--- config.mk ---
export PLATFORM = sky130hd
export DESIGN_NAME = button_bank_monitor
export DESIGN_NICKNAME = d
export VERILOG_FILES = /design/src/rtl/button_bank_monitor.sv
export SDC_FILE = /design/constraint.sdc
export NUM_CORES = 1
export LEC_CHECK = 0
export ABC_AREA = 1
export CAP_MARGIN = 20
export CORE_ASPECT_RATIO = 0.6
export CORE_UTILIZATION = 53
export DETAILED_ROUTE_END_ITERATION = 8
export GPL_ROUTABILITY_DRIVEN = 0
export PLACE_DENSITY = 0.88
export SETUP_SLACK_MARGIN = 0.4
export SLEW_MARGIN = 10
export SYNTH_ARGS = -nofsm -noshare
export SYNTH_HDL_FRONTEND = slang
export SYNTH_SLANG_ARGS = --single-unit
--- constraint.sdc ---
create_clock -name clock -period 2.9 [get_ports clock]
set_input_delay 0.29 -clock clock [delete_from_list [all_inputs] [get_ports clock]]
set_output_delay 0.29 -clock clock [all_outputs]
set_load 0.005 [all_outputs]
--- src/rtl/button_bank_monitor.sv ---
// button_bank_monitor: synchronise, debounce and encode a bank of push buttons with press/release/hold pulses
module button_bank_monitor #(
  parameter int NUM_BUTTONS     = 4,
  parameter int DEBOUNCE_CYCLES = 4,
  parameter int HOLD_CYCLES     = 0,
  parameter int CODE_WIDTH      = 2
) (
  input  logic                   clock,
  input  logic                   reset,
  input  logic [NUM_BUTTONS-1:0] buttonPress,
  output logic [NUM_BUTTONS-1:0] buttonState,
  output logic [NUM_BUTTONS-1:0] buttonEdge,
  output logic [NUM_BUTTONS-1:0] buttonRelease,
  output logic [NUM_BUTTONS-1:0] buttonHold,
  output logic                   keyValid,
  output logic [CODE_WIDTH-1:0]  keyCode,
  output logic                   keyMulti
);
  localparam int DW = $clog2(DEBOUNCE_CYCLES + 1);
  logic [NUM_BUTTONS-1:0] sync1, sync2, accept, edge_next, rel_next;
  logic [NUM_BUTTONS-1:0][DW-1:0] dcnt;
  logic [CODE_WIDTH-1:0] code_next;
  always_comb begin
    accept = '0;
    code_next = '0;
    for (int c = 0; c < NUM_BUTTONS; c++)
      accept[c] = (sync2[c] != buttonState[c]) && (dcnt[c] == DW'(DEBOUNCE_CYCLES - 1));
    for (int c = NUM_BUTTONS - 1; c >= 0; c--)
      code_next = edge_next[c] ? CODE_WIDTH'(c) : code_next;
  end
  assign edge_next = accept & sync2;
  assign rel_next  = accept & ~sync2;
  always_ff @(posedge clock)
    for (int c = 0; c < NUM_BUTTONS; c++)
      dcnt[c] <= (reset || sync2[c] == buttonState[c] || accept[c]) ? '0 : dcnt[c] + DW'(1);
  always_ff @(posedge clock) begin
    if (reset) begin
      sync1         <= '0;
      sync2         <= '0;
      buttonState   <= '0;
      buttonEdge    <= '0;
      buttonRelease <= '0;
      keyValid      <= 1'b0;
      keyCode       <= '0;
      keyMulti      <= 1'b0;
    end else begin
      sync1         <= buttonPress;
      sync2         <= sync1;
      buttonState   <= buttonState ^ accept;
      buttonEdge    <= edge_next;
      buttonRelease <= rel_next;
      keyValid      <= |edge_next;
      keyCode       <= code_next;
      keyMulti      <= |(edge_next & (edge_next - NUM_BUTTONS'(1)));
    end
  end
  generate
    if (HOLD_CYCLES == 0) begin : g_nohold
      assign buttonHold = '0;
    end else begin : g_hold
      localparam int HW = $clog2(HOLD_CYCLES + 1);
      logic [NUM_BUTTONS-1:0][HW-1:0] hcnt;
      always_ff @(posedge clock)
        for (int c = 0; c < NUM_BUTTONS; c++) begin
          hcnt[c]       <= (reset || !buttonState[c]) ? '0 :
                           (hcnt[c] == HW'(HOLD_CYCLES)) ? hcnt[c] : hcnt[c] + HW'(1);
          buttonHold[c] <= !reset && buttonState[c] && (hcnt[c] == HW'(HOLD_CYCLES - 1));
        end
    end
  endgenerate
endmodule

# After elaboration in Yosys (flattened, before gate mapping)
# Index checks and enable logic that the tools add are counted.
[totals]
register_bits = 36
latchBits = 0
mem_bits_rw = 0
rom_bits = 0
mem_count = 0
[op_classes]
add_sub_neg = 5
multipliers = 0
div_mod_pow = 0
n_lt_le_gt_ge = 0
n_eq_ne = 12
shift = 0
n_mux = 3
bitwise_logic = 5
n_reduce_logical = 16
[op_table]
columns = ["operator", "n"]
rows = [
  ["adder 3 x 1 -> 3 bit, second input constant", 4],
  ["bitwise AND 4 bit", 3],
  ["== test 3 x 2 -> 1 bit, second input constant", 4],
  ["logical OR 1 bit", 8],
  ["OR reduction 4 bit", 2],
  ["== test 1 bit", 4],
  ["logical AND 1 bit", 4],
  ["two-way mux 2 bit", 2],
  ["inequality test 1 bit", 4],
  ["inverter 4 bit", 1],
  ["subtractor 4 x 1 -> 4 bit, second input constant", 1],
  ["XOR 4 bit", 1],
  ["OR reduction 3 bit", 1],
  ["OR reduction 2 bit", 1],
  ["two-way mux 1 bit", 1],
]

# Longest topological paths before layout
[logic_depth]
word_depth = 6
mapped_depth = 8
mapped_depth_nobuf = 8

# Worst setup path before layout
# Ideal clock, no wire load.
[synth_timing]
kind = "register to register"
startpoint = "register dcnt[9] in the netlist's numbering"
endpoint = "register keyMulti"
setup_ns = 0.112
t_arrival_ns = 1.014
required_time_ns = 2.788
path_slack_ns = 1.773
stages_incl_launch_ff = 9
path_buffers = 0
path_cell_list = "dfxtp_1 > ha_1 > ha_1 > inv_1 > nor2_1 > nand2_1 > nand2_2 > nand2_1 > nand2_1"
[synth_between]
elab_chain_len = 6
[synth_lines]
columns = ["item", "line_no", "rtl"]
rows = [
  ["start: declaration", "21", "logic [NUM_BUTTONS-1:0][DW-1:0] dcnt;"],
  ["start signal: indexed assignment", "35", "dcnt[c] <= (reset || sync2[c] == buttonState[c] || accept[c]) ? '0 : dcnt[c] + DW'(1);"],
  ["== test 3 x 2 -> 1 bit *", "27", "accept[c] = (sync2[c] != buttonState[c]) && (dcnt[c] == DW'(DEBOUNCE_CYCLES - 1));"],
  ["logical AND 1 bit *", "27", ""],
  ["bitwise AND 4 bit *", "31", "assign edge_next = accept & sync2;"],
  ["subtractor 4 x 1 -> 4 bit", "54", "keyMulti <= |(edge_next & (edge_next - NUM_BUTTONS'(1)));"],
  ["bitwise AND 4 bit *", "54", ""],
  ["OR reduction 4 bit *", "54", ""],
  ["end signal: assignment", "54", ""],
  ["end: declaration", "17", "output logic keyMulti"],
]
# Mark *: on every way between the ends. The rest lies on a longest branch, timed or not.
# A chain may end at the register's enable or synchronous reset.

==> results by group <==
Global route
  • Vias in the first global route: around 800
  • Grt met2 use: 30.6%
  • Largest net degree at the start of global routing: 12
  • First-pass GRT wire length: 3110 microns
  • GR Layer Usage met1: 17.2%
  • GR Util All Layers: between 10% and 20%
  • Gr ovfl total: 0
  • Busiest grt layer: met2
  • Grt met3 use: about 7.7%
  • Initial antenna violation count: 0

Die
  • Die Ht: 40.3 microns
  • Initial Util: a little under 60%
  • Core ar.: 2240 sq um
  • Die area: 2660 sq um
  • Site Rows: 13
  • Ports: 26
  • Die width: ~66 microns

Clocking
  • Post-CTS setup buffer count: 0
  • Clock tree root buffer cell: clkbuf_8
  • Max Buffers Root-to-Sink: 2
  • Sink Count: 36
  • H-Tree Depth: 2
  • Clock Latency Late Sink: just under 0.3 ns
  • # hold bufs at CTS: 0
  • Reg clk slew, reported paths: approximately 0.060 ns
  • Resized Gates After CTS: 0
  • TritonCTS Buffers: 5
  • CTS tree: built

Worst setup path
  • Reg2Reg Depth: 8
  • Worst-path maximum fanout: 3
  • CP max-delay cell: clkdlybuf4s50_1
  • Critical path arrival: around 1.2 ns
  • Startpoint Class: flip-flop
  • CP Capture Type: output port
  • Worst path max stage delay: 0.52 ns
  • Buf+Inv Stages, Crit Path: 1
  • Critical path's top delay family: buffers and inverters
  • Worst EP required: 2.61 ns
  • Crit path cell chain: clkdlybuf4s50_1
  • Kind of critical path: reg -> out
  • Crit path depth: 1

Job
  • Max Cap Violations: 0

Synthesis
  • Synth Warn #: 0
  • #FFs+latches synth: 36
  • Gate Count Post-Synth: between 100 and 150
  • Yosys cell types: 20
  • Synth Area per Inst: ~9.0 sq um
  • Mapped Area: between 1000 and 1500 sq um
  • Sequential fraction of the synthesis area: approximately 55%

Drt
  • Initial DRT Pass Iterations: 4
  • DR WL/cell: a little under 10 microns
  • Routed Antenna Nets: 0
  • Drt total wl: 1920 microns
  • Via Count: 907
  • Initial DRC Count: 26
  • DRC viols: 0
  • Via/cell ratio: 4.54

Timing
  • Fin. max-slew vios: 0
  • Post-route worst setup slack: around 1.4 ns
  • Final setup fails: 0
  • Final Skew: ~0.0034 ns
  • Period Utilization, post-route: about half
  • RSZ-0062 raised after global routing: no
  • Setup TNS: 0 ns
  • Final min period: roughly 1.5 ns
  • Fmax: a little under 700 MHz
  • Final hold violations: 0

Min path
  • HP Class: reg -> reg
  • Hold path cells: 2

Placed design
  • Placement Setup Slack: roughly 1.2 ns
  • IO buf count: 21
  • Area of placed instances: roughly 1500 sq um
  • HPWL after DPL: approximately 1500 microns
  • Dpl cells: around 190

Pwr
  • Power per Cell Area: between 500 and 600 nW/um^2
  • LEAKAGE: 0.000707 uW
  • Worst vdd ir: 367 uV

Layout
  • Most frequent cells in the layout: 36 x dfxtp_1, 28 x inv_1, 25 x nor2_1
  • Share of layout cells above drive strength 1: 10.0%
  • P&R area growth vs syn: 24.7%
  • Most common cell after layout, fill and taps aside: dfxtp_1
  • Non-Filler Instances: 200
  • Ant. Diodes: 0
  • Total Nets Final: roughly 180
  • Post-route design area: ~1600 sq um
  • Final Util: a little over 70%

Status
  • Status: complete, no violations
layer usage:
metal	vias to the layer above	wire, microns
met5	-	0
met2	34	865
met3	8	142
met4	0	49
met1	384	866
li1	481	-
worst paths after layout:
| check | from | slack, ns | endpoint |
|---|---|---|---|
| max reg2reg | dcnt[9] | 1.66 | keyMulti |
| max | flip-flop | 1.44 | buttonState[3] |
| min | sync1[1] | 0.41 | sync2[1] |
| min reg2reg | sync1[1] | 0.41 | sync2[1] |
power breakdown:
group / switching, uW / internal [uW] / leakage, uW
Combinational: 14.2 / 11.9 / 0.000365
Clock: 161 / 211 / 0.0000503
Sequential: 4.42 / 501 / 0.000292
Total: 179 / 724 / 0.000707
synth_stat cells:
| library cell | count | area share [%] |
|---|---|---|
| dfxtp_1 | 36 | 55 |
| inv_1 | 28 | 8.1 |
| nor2_1 | 25 | 7.2 |
| nand2_1 | 9 | 2.6 |
| ha_1 | 8 | 7.7 |
| a21oi_1 | 6 | 2.3 |
| buf_4 | 5 | 2.9 |
| nand3_1 | 4 | 1.5 |
| nor4_1 | 4 | 1.9 |
| o21ai_0 | 4 | 1.5 |
| nand3_2 | 3 | 2.3 |
| xor2_1 | 3 | 2.0 |
| nand2_2 | 2 | 0.96 |
| a21oi_2 | 1 | 0.67 |
| buf_2 | 1 | 0.38 |
| conb_1 | 1 | 0.29 |
| inv_2 | 1 | 0.29 |
| nand4_1 | 1 | 0.48 |
| nor3_2 | 1 | 0.77 |
| or2_2 | 1 | 0.48 |
stage by stage:
stage	hold WS, ns	total power, uW
floorplan	0.388	536
global placement	0.390	541
detailed placement	0.398	543
CTS	0.409	909
global route	0.428	929
finish	0.411	904
cells by family (layout without fill, tap and decap cells):
kind of cell | Yosys count | count (layout) | share of synthesized area (%)
AO/OA/AOI/OAI | 11 | 11 | 4.53
XOR/XNOR | 3 | 3 | 2.02
adder cells (fa/ha/maj) | 8 | 8 | 7.71
buffers and inverters | 35 | 58 | 11.7
flip-flops | 36 | 36 | 55.5
other | 1 | 4 | 0.289
AND/OR/NAND/NOR | 50 | 50 | 18.3
worst reg2reg max path: cells and delay by family, from the launching register on:
| family | cells | cell delay [ns] |
|---|---|---|
| buffers and inverters | 1 | 0.13 |
| AND/OR/NAND/NOR | 5 | 0.32 |
| flip-flops | 1 | 0.31 |
| adder cells (fa/ha/maj) | 2 | 0.38 |
cell type report:
class / count / area, sq um
multi-input cells: 76 / 438
flip-flops and latches: 36 / 721
repair buffers: 22 / 218
fillers: 150 / 626
well taps: 30 / 37.5
inverters: 29 / 109
clock buffers: 7 / 96.3
No activity file was read; power rests on OpenSTA's default activity.
